`src/rtl/pipeline_pkg.sv`:
```
// Shared pipeline constants and the IF/ID register payload type.
// Struct field widths track the default fetch_stage WIDTH/INSTRUCTIONWIDTH.
package pipeline_pkg;

   localparam int unsigned XLEN       = 8;
   localparam int unsigned ILEN       = 24;
   localparam int unsigned PC_STEP    = 4;
   localparam int unsigned R15_OFFSET = 8;  // R15 reads as the current PC plus this

   localparam logic [ILEN-1:0] NOP_INSTR = '0;

   typedef struct packed {
      logic [ILEN-1:0] instr;
      logic [XLEN-1:0] pc;
      logic [XLEN-1:0] pcPlus8;
      logic            valid;
   } if_id_t;

endpackage

```
`src/rtl/if_id_register.sv`:
```
// IF/ID pipeline register: reset zeroes everything, clear injects a bubble
// (instr/valid only, PC fields hold), enable loads a new entry.
module if_id_register
   import pipeline_pkg::*;
#(
   parameter logic [ILEN-1:0] NOPINSTR = NOP_INSTR
) (
   input  logic   clock,
   input  logic   reset,
   input  logic   enable,
   input  logic   clear,
   input  if_id_t d,
   output if_id_t q
);

   always_ff @(posedge clock) begin
      if (reset) begin
         q.instr   <= NOPINSTR;
         q.pc      <= '0;
         q.pcPlus8 <= '0;
         q.valid   <= 1'b0;
      end else if (clear) begin
         q.instr <= NOPINSTR;
         q.valid <= 1'b0;
      end else if (enable) begin
         q <= d;
      end
   end

endmodule

```
`src/rtl/fetch_stage.sv`:
```
// Instruction fetch stage with IF/ID register: PC, stall hold, branch redirect/squash.
// Define FETCH_PERF_CNT_EN to add saturating fetchCount/bubbleCount outputs.
module fetch_stage
   import pipeline_pkg::*;
#(
   parameter int unsigned                  WIDTH            = XLEN,
   parameter int unsigned                  INSTRUCTIONWIDTH = ILEN,
   parameter int unsigned                  PCSTEP           = PC_STEP,
   parameter logic [WIDTH-1:0]             RESETPC          = '0,
   parameter logic [INSTRUCTIONWIDTH-1:0]  NOPINSTR         = NOP_INSTR
) (
   input  logic                        clock,
   input  logic                        reset,
   input  logic                        stall,
   input  logic                        branchTaken,
   input  logic [WIDTH-1:0]            branchTarget,
   input  logic [INSTRUCTIONWIDTH-1:0] imemInstruction,
   output logic [WIDTH-1:0]            imemAddress,
   output logic [INSTRUCTIONWIDTH-1:0] instructionD,
   output logic [WIDTH-1:0]            pcD,
   output logic [WIDTH-1:0]            PCPlus8D,
   output logic                        validD
`ifdef FETCH_PERF_CNT_EN
   ,
   output logic [15:0]                 fetchCount,
   output logic [15:0]                 bubbleCount
`endif
);

   localparam logic [WIDTH-1:0] PC_INC  = WIDTH'(PCSTEP);
   localparam logic [WIDTH-1:0] R15_INC = WIDTH'(R15_OFFSET);

   logic [WIDTH-1:0] pcF;
   logic [WIDTH-1:0] pc_next;
   if_id_t           if_id_d;
   if_id_t           if_id_q;

   // Redirect beats stall; PC arithmetic wraps modulo 2^WIDTH.
   always_comb begin
      pc_next = pcF;
      if (branchTaken) begin
         pc_next = branchTarget;
      end else if (!stall) begin
         pc_next = pcF + PC_INC;
      end
   end

   always_ff @(posedge clock) begin
      if (reset) begin
         pcF <= RESETPC;
      end else begin
         pcF <= pc_next;
      end
   end

   always_comb begin
      if_id_d.instr   = imemInstruction;
      if_id_d.pc      = pcF;
      if_id_d.pcPlus8 = pcF + R15_INC;
      if_id_d.valid   = 1'b1;
   end

   if_id_register #(
      .NOPINSTR (NOPINSTR)
   ) u_if_id (
      .clock  (clock),
      .reset  (reset),
      .enable (!stall || branchTaken),
      .clear  (reset || branchTaken),
      .d      (if_id_d),
      .q      (if_id_q)
   );

   assign imemAddress  = pcF;
   assign instructionD = if_id_q.instr;
   assign pcD          = if_id_q.pc;
   assign PCPlus8D     = if_id_q.pcPlus8;
   assign validD       = if_id_q.valid;

`ifdef FETCH_PERF_CNT_EN
   always_ff @(posedge clock) begin
      if (reset) begin
         fetchCount  <= '0;
         bubbleCount <= '0;
      end else if (branchTaken || stall) begin
         if (bubbleCount != 16'hFFFF) bubbleCount <= bubbleCount + 16'd1;
      end else begin
         if (fetchCount != 16'hFFFF) fetchCount <= fetchCount + 16'd1;
      end
   end
`endif

endmodule
```
`config.mk`:
```
export PLATFORM = sky130hd
export DESIGN_NAME = fetch_stage
export DESIGN_NICKNAME = d
export VERILOG_FILES = /design/src/rtl/pipeline_pkg.sv /design/src/rtl/if_id_register.sv /design/src/rtl/fetch_stage.sv
export SDC_FILE = /design/constraint.sdc
export NUM_CORES = 1
export LEC_CHECK = 0
export ABC_AREA = 1
export CORE_UTILIZATION = 41
export CTS_CLUSTER_SIZE = 24
export DETAILED_ROUTE_END_ITERATION = 10
export PLACE_DENSITY = 0.76
export RECOVER_POWER = 50
export SETUP_SLACK_MARGIN = 0.05
export SYNTH_ARGS = -nofsm -noshare
export SYNTH_HDL_FRONTEND = slang
export SYNTH_HIERARCHICAL = 1
export SYNTH_SLANG_ARGS = --single-unit
```
`constraint.sdc`:
```
create_clock -name clock -period 2.1 [get_ports clock]
set_input_delay 0.21 -clock clock [delete_from_list [all_inputs] [get_ports clock]]
set_output_delay 0.21 -clock clock [all_outputs]
set_load 0.005 [all_outputs]
```
==> run summary, run 1 <==
Largest net degree at the start of global routing: 27
Nets: 402
Clock Tree Buf Depth: 2
Sequential area share after synthesis: 45.9%
Fin Clk Skew: 0.00708 ns
Cell Area, Placed: 2940 um^2
Synth async-reset ratio: 0%
Count of buffers from port buffering: 84
Post-DRT Antenna Nets: 0
Number of synthesized flops with an enable pin: 0
MaxCap Viol Count: 0
Hold WS: 0.460 ns
Synth Warn #: 6
Initial cell density of the core: 43.8%
Reg2reg end: u_if_id/q[8]
Mean post-synth cell area: 7.36 um^2
Design Area, Final: 3050 um^2
Cells after DPL: 424
Slew HR: 66.6%
Worst hold start: u_if_id/q[30]
Post-DP HPWL: 3.55 mm
Pwr Total: 1.98 mW
Via/cell ratio: 4.56
Clock sink count: 49
GP Congestion: 0.841
Die Footprint: 5500 um^2
Fmax: 581 MHz
First-pass GRT wire length: 7.73 mm
CTS tree: built
Synthesized cell area: 2140 um^2
1st-iter DRT viols: 85
Crit Reg-Reg Startpoint: imemAddress[4]
H-tree levels: 2
Busiest grt layer: met2
Crit path from: branchTaken
Worst hold path class: flip-flop to flip-flop
Final setup fails: 0
PwrDens: 648 nW/um^2
Post-CTS Resized: 0
Fin cells: 432
Commonest non-fill, non-tap cell in the layout: nand2_1
DRT Wirelength: 4.93 mm
Core Util, Final: 62.4%
Initial antenna violation count: 0
Peak VDD IR: 0.387 mV
Grt ovf: 0
Worst slack at placement: 0.229 ns
CP Class: input port to flip-flop
Combinational family with the most area after synthesis: simple AND/OR/NAND/NOR gates
Clock latency on the worst-skew pair: 0.29 ns
Simple-gate portion of the synthesized area: 29.0%
Setup TNS: 0 ns
R2R setup slack: 0.64 ns
Vias: 1970
P&R area growth vs syn: 42.6%
CP endpoint kind: flip-flop
GR Util met1: 23.0%
Status: finished, final reports clean
Die width: 74.2 um
Final hold vios: 0
DIE HEIGHT: 74.2 um
Ant diodes: 0
Ys flop type: dfxtp_1
Number of remaining DRC errors: 0
Worst path arrival time: 1.91 ns
XOR/XNOR Fraction of Synth Area: 1.64%
Total CTS buffers: 5
Setup bufs post-CTS: 0
Worst R2R Path Depth: 8
Mux cell area share after synthesis: 0%
Syn_nets: 328
M2 GR Usage: 30.9%
Complex-gate fraction of the synthesized area: 9.43%
Total track usage: 17.9%
WL/cell: 11.4 um
Core box area: 4880 um^2
I/O pin cnt: 85
P_leak: 1.37 nW
Period utilisation layout: 82.0%
Final setup margin: 0.379 ns
Slew Limit Fails: 0
Synth Register Bits: 49
Number of global-route vias before repair: 1746
Endpoint of the worst hold path: u_if_id/q[30]
Worst-margin pin slew: 0.499 ns
Most frequent cells in the layout: nand2_1, dfxtp_1, clkdlybuf4s50_1, dlygate4sd3_1, nor2_1
Yosys cell types: 26
Std-Cell Rows: 25
Hold Buf Count CTS: 0
Critical path startpoint category: input port
Unrepaired setup endpoints after global routing: false
Worst Path Required: 2.29 ns
Share of cells above drive strength 1: 6.85%
Worst hold stages: 2
Critical-path maximum fanout: 11
Met3 Usage GRT: 3.25%
Syn Inst Count: 290
CTS root buffer: clkbuf_8
Post-route minimum period: 1.72 ns
Drt first pass iters: 4
Reg clk slew, reported paths: 0.09 ns
Adder-cell share of the synthesized area: 1.17%
-- worst max-delay path by stage --
| stage | end | slack (ns) | cells after the start |
|---|---|---|---|
| floorplan | u_if_id/q[8] | 0.88 | 8 |
| global placement | u_if_id/q[6] | 0.31 | 7 |
| detailed placement | u_if_id/q[33] | 0.23 | 6 |
| CTS | imemAddress[5] | 0.50 | 1 |
| global route | u_if_id/q[8] | 0.27 | 7 |
| finish | u_if_id/q[8] | 0.38 | 7 |
-- worst max-delay path, stage by stage --
cell and delay [ns]:
dlygate4sd3_1 0.74, nor2_4 0.07, inv_2 0.20, clkbuf_1 0.41, nand3_1 0.15, nand2_1 0.08, nor2_1 0.04
-- power by group --
part | leakage [nW] | switching [mW] | internal (mW) | total (mW)
Clock | 0.0554 | 0.302 | 0.358 | 0.660
Sequential | 0.401 | 0.0340 | 0.971 | 1.00
Combinational | 0.919 | 0.141 | 0.170 | 0.311
-- logic make-up after synthesis --
| family | count (synthesis) |
|---|---|
| AO/OA/AOI/OAI | 37 |
| XOR/XNOR | 4 |
| adder cells (fa/ha/maj) | 2 |
| buffers and inverters | 51 |
| flip-flops | 49 |
| other | 1 |
| AND/OR/NAND/NOR | 146 |
-- synthesized netlist by cell type (2+ instances only) --
master / n / area [um^2]
buf_2: 7 / 35.0
ha_1: 2 / 25.0
dfxtp_1: 49 / 981
nand4_1: 2 / 12.5
o21ai_0: 4 / 20.0
xor2_1: 4 / 35.0
o211ai_1: 2 / 15.0
inv_1: 24 / 90.1
buf_6: 3 / 33.8
nor2_2: 3 / 18.8
nand3_1: 20 / 100
o21ai_2: 2 / 17.5
inv_2: 3 / 11.3
a21oi_1: 28 / 140
nand2_1: 77 / 289
nor2_1: 39 / 146
buf_4: 12 / 90.1
-- sequential cells by signal, summed over array words and instances (netlist names) --
signal / flops
imemAddress: 8
u_if_id/q: 41
-- final cells by class --
class / instances / area, um^2
clock buffers: 6 / 72.6
clock inverters: 2 / 38.8
fillers: 461 / 1830
inverters: 29 / 111
multi-input cells: 190 / 885
flip-flops and latches: 49 / 981
well taps: 67 / 83.8
repair buffers: 89 / 875
-- per-layer routing --
metal  part of all wire [%]  vias to the layer above
li1                       -                     1040
met1                     45                      881
met4                   0.71                        0
met3                    4.7                        2
met2                     49                       47
met5                      0                        -
No activity file was read; power rests on OpenSTA's default activity.
==> run 2: changes to the inputs <==
==> constraint.sdc (replaced) <==
create_clock -name clock -period 1.6 [get_ports clock]
set_input_delay 0.16 -clock clock [delete_from_list [all_inputs] [get_ports clock]]
set_output_delay 0.16 -clock clock [all_outputs]
set_load 0.005 [all_outputs]
==> run 2 against run 1 <==
  * Combinational power rose by 42%
  * Critical endpoint is now imemAddress[3]
  * Largest power group unchanged
  * Clock skew rose by 0.0016 ns
  * Worst hold slack got worse by 0.059 ns
  * Via count rose by 0.41%
  * Largest cell class unchanged
==> run summary, run 2 (synthesis results as in run 1) <==
Core box area: 4880 um^2
Gate power share: 17.8%
Reg power frac: 52.9%
Clock Tree Buf Depth: 2
Peak VDD IR: 0.384 mV
GP Congestion: 0.835
CP Class: flip-flop to output port
Worst hold path class: input port to flip-flop
Critical-path maximum fanout: 5
Share of cells above drive strength 1: 8.85%
DIE HEIGHT: 74.2 um
Post-DP HPWL: 3.57 mm
Worst hold stages: 3
I/O pin cnt: 85
Setup bufs post-CTS: 0
Final setup margin: 0.148 ns
Switching power total: 0.651 mW
H-tree levels: 2
Fillers: 461
First-pass GRT wire length: 7.85 mm
CP endpoint kind: output port
Reg2reg end: u_if_id/q[8]
Crit Reg-Reg Startpoint: imemAddress[3]
Period utilisation layout: 90.8%
Total CTS buffers: 5
DRT Wirelength: 4.90 mm
Die Footprint: 5500 um^2
Largest Register: u_if_id/q
Post-route minimum period: 1.45 ns
Sw Share: 26.2%
Worst hold start: imemInstruction[18]
P_leak: 1.33 nW
Area of the multi-input gates: 868 um^2
CTS tree: built
Endpoint of the worst hold path: u_if_id/q[35]
PwrDens: 801 nW/um^2
Vias: 1978
Clock Power Share: 29.3%
R2R setup slack: 0.38 ns
Final setup fails: 0
Initial antenna violation count: 0
Hold Buf Count CTS: 0
WL/cell: 11.1 um
MaxCap Viol Count: 0
Number of remaining DRC errors: 0
Nets: 410
Worst R2R Path Depth: 8
Die width: 74.2 um
Worst path arrival time: 1.29 ns
Drt first pass iters: 4
Int Pwr: 1.84 mW
1st-iter DRT viols: 90
Post-DRT Antenna Nets: 0
Critical path startpoint category: flip-flop
Fmax: 689 MHz
CTS root buffer: clkbuf_8
Most frequent cells in the layout: nand2_1, clkdlybuf4s50_1, dfxtp_1
Final hold vios: 0
Total track usage: 18.5%
P&R area growth vs syn: 45.3%
Setup TNS: 0 ns
Unrepaired setup endpoints after global routing: false
Post-CTS Resized: 0
Register area: 983 um^2
Grt ovf: 0
Reg clk slew, reported paths: 0.10 ns
Commonest non-fill, non-tap cell in the layout: nand2_1
Worst slack at placement: 0.0308 ns
Std-Cell Rows: 25
Ant diodes: 0
Worst Path Required: 1.44 ns
Clock sink count: 49
Via/cell ratio: 4.50
Slew Limit Fails: 0
Number of global-route vias before repair: 1730
Clock latency on the worst-skew pair: 0.30 ns
Fin Clk Skew: 0.00870 ns
Status: finished, final reports clean
Pwr Total: 2.49 mW
Count of buffers from port buffering: 84
Largest net degree at the start of global routing: 26
Largest register FFs: 41
Initial cell density of the core: 43.8%
run 2: changes by cell type in the layout (fill, tap and decap cells not counted), sizes merged:
cell | before | now
inv | 28 | 29
clkinvlp | 0 | 1
clkdlybuf4s50 | 42 | 67
dlygate4sd3 | 42 | 17
buf | 4 | 10
bufinv | 1 | 0
clkbuf | 7 | 8
run 2: critical path, stage by stage, from the launching register on:
cell	delay, ns
dfxtp_1	0.35
buf_4	0.15
clkdlybuf4s50_1	0.50
run 2: power by group through the flow:
stage,Sequential [mW],Clock [mW],Combinational [mW]
after global routing,1.32,0.803,0.490
after global placement,1.34,0,0.454
final,1.31,0.729,0.443
after floorplan,1.34,0,0.226
after CTS,1.32,0.757,0.461
after detailed placement,1.34,0,0.458
run 2: routing by layer:
| layer | vias to the layer above | global-route usage, % | share of wire, % |
|---|---|---|---|
| met5 | - | 0 | 0 |
| li1 | 1051 | - | - |
| met3 | 7 | 4.34 | 6.5 |
| met4 | 0 | 6.62 | 1.4 |
| met1 | 858 | 23.6 | 44 |
| met2 | 62 | 30.6 | 48 |
run 2: cell type report:
| class | instances | area share [%] |
|---|---|---|
| inverter | 29 | 3.59 |
| sequential | 49 | 31.7 |
| tap | 67 | 2.70 |
| multi-input combinational | 190 | 28.0 |
| timing repair buffer | 97 | 31.1 |
| clock buffer | 5 | 2.22 |
| clock inverter | 3 | 0.685 |
run 2: worst max-delay path by stage:
stage / start / slack [ns] / end
2_1_floorplan: imemAddress[4] / 0.38 / u_if_id/q[8]
3_3_place_gp: branchTaken / 0.1 / u_if_id/q[22]
3_5_place_dp: branchTaken / 0.03 / u_if_id/q[19]
4_1_cts: imemAddress[5] / 0.05 / imemAddress[5]
5_1_grt: branchTaken / 0.06 / imemAddress[3]
6_report: imemAddress[3] / 0.15 / imemAddress[3]
run 2: per-stage QoR:
| stage | hold WS, ns | utilization (%) | cell area, um^2 | std cells |
|---|---|---|---|---|
| after floorplan | 0.222 | - | 2140 | 290 |
| final | 0.401 | 63.6 | 3100 | 440 |
| after global placement | 0.445 | 62.2 | 3040 | 432 |
| after CTS | 0.392 | 64.1 | 3130 | 440 |
| after detailed placement | 0.451 | 62.2 | 3040 | 432 |
| after global routing | 0.406 | 63.6 | 3100 | 440 |
==> run 3: changes to the inputs <==
==> constraint.sdc (replaced) <==
create_clock -name clock -period 1.39 [get_ports clock]
set_input_delay 0.139 -clock clock [delete_from_list [all_inputs] [get_ports clock]]
set_output_delay 0.139 -clock clock [all_outputs]
set_load 0.005 [all_outputs]
==> run 3 against run 2 <==
  * Worst hold slack worse by 0.024 ns
  * Sequential power up 15%
  * Flip-flop and latch count unchanged
  * Setup slack worse by 0.096 ns
  * Cell area up 3.8%
  * Cell count up 2.5%
  * Die area unchanged
  * Routed wire length up 6.6%
  * Sequential share of layout area down 0.31 points
  * Core utilization up 2.4 points
  * Critical path type unchanged
==> run summary, run 3 (synthesis results as in run 1) <==
Status: finished, final reports clean
Nets: 421
Largest net degree at the start of global routing: 26
Clock Tree Buf Depth: 2
Grt ovf: 0
WL/cell: 11.6 um
Crit path from: imemAddress[5]
Clock latency on the worst-skew pair: 0.31 ns
M2 GR Usage: 30.3%
Hold Buf Count CTS: 0
CTS tree: built
Final setup margin: 0.0519 ns
Largest register FFs: 41
H-tree levels: 2
Fin Clk Skew: 0.00673 ns
Reg clk slew, reported paths: 0.09 ns
Die Footprint: 5500 um^2
Post-DRT Antenna Nets: 0
Vias: 2066
Via/cell ratio: 4.58
Slew Limit Fails: 0
Total track usage: 19.5%
Largest Register: u_if_id/q
Cells after DPL: 442
Count of buffers from port buffering: 84
Final setup fails: 0
Stages on the worst setup path: 1
Fin cells: 451
Total CTS buffers: 5
Period utilisation layout: 96.3%
Busiest grt layer: met2
Critical-path maximum fanout: 7
Ant diodes: 0
Worst hold start: imemInstruction[16]
P&R area growth vs syn: 50.8%
Worst hold stages: 3
Critical path, cell by cell: clkdlybuf4s50_1
Drt first pass iters: 4
Number of global-route vias before repair: 1844
P_leak: 1.34 nW
Initial cell density of the core: 43.8%
Critical path startpoint category: flip-flop
Clock sink count: 49
Share of cells above drive strength 1: 15.1%
Die width: 74.2 um
Fmax: 747 MHz
Design Area, Final: 3220 um^2
First-pass GRT wire length: 8.16 mm
Post-route minimum period: 1.34 ns
DIE HEIGHT: 74.2 um
Core box area: 4880 um^2
Initial antenna violation count: 0
1st-iter DRT viols: 98
Cell Area, Placed: 3120 um^2
Peak VDD IR: 0.534 mV
CP Class: flip-flop to output port
GP Congestion: 0.865
Final hold vios: 0
Pwr Total: 2.90 mW
Number of buffers and inverters on the critical path: 1
DRT Wirelength: 5.22 mm
Largest stage delay, worst path: 0.51 ns
Worst slack at placement: -0.0857 ns
PwrDens: 900 nW/um^2
Number of remaining DRC errors: 0
Met3 Usage GRT: 4.07%
Std-Cell Rows: 25
Crit Reg-Reg Startpoint: imemAddress[4]
Unrepaired setup endpoints after global routing: true
Largest delay contributor family on the critical path: buffers and inverters
CP endpoint kind: output port
Worst Path Required: 1.25 ns
Most frequent cells in the layout: nand2_1, clkdlybuf4s50_1, nor2_1
MaxCap Viol Count: 0
Post-DP HPWL: 3.76 mm
GR Util met1: 25.4%
I/O pin cnt: 85
CTS root buffer: clkbuf_8
Worst R2R Path Depth: 8
Worst path arrival time: 1.20 ns
Commonest non-fill, non-tap cell in the layout: nand2_1
Worst hold path class: input port to flip-flop
CP max stage cell: clkdlybuf4s50_1
[run 3: power breakdown]
part	internal (mW)	switching, mW
Combinational	0.314	0.241
Sequential	1.47	0.0420
Clock	0.355	0.480
[run 3: stage by stage]
stage	TNS (ns)	hold slack, ns	util, %
floorplan	0	0.201	-
global placement	-1.01	0.446	64.0
detailed placement	-2.40	0.450	64.0
CTS	0	0.369	66.0
global route	0	0.370	66.0
finish	0	0.377	66.0
[run 3: worst paths after layout]
check | endpoint | slack, ns
setup / recovery | imemAddress[5] | 0.05
hold / removal | u_if_id/q[33] | 0.38
setup reg to reg | u_if_id/q[8] | 0.20
hold reg to reg | u_if_id/q[24] | 0.46
[run 3: metal layers]
metal,vias up,part of all wire (%)
met2,62,48
met5,-,0
met3,11,4.9
met4,0,2.4
met1,916,45
li1,1077,-
[run 3: what timing repair did]
item / CTS / global route
pin swaps: 0 / 0
buffers inserted: 0 / 1
resized for setup: 10 / 20
setup endpoints to repair: 8 / 21
[run 3: final cells by class]
cell class	instances	area (um^2)
clock buffer	6	72.6
clock inverter	2	15.0
fill	450	1660
inverter	29	111
multi-input combinational	190	885
sequential	49	1010
tap	67	83.8
timing repair buffer	108	1040
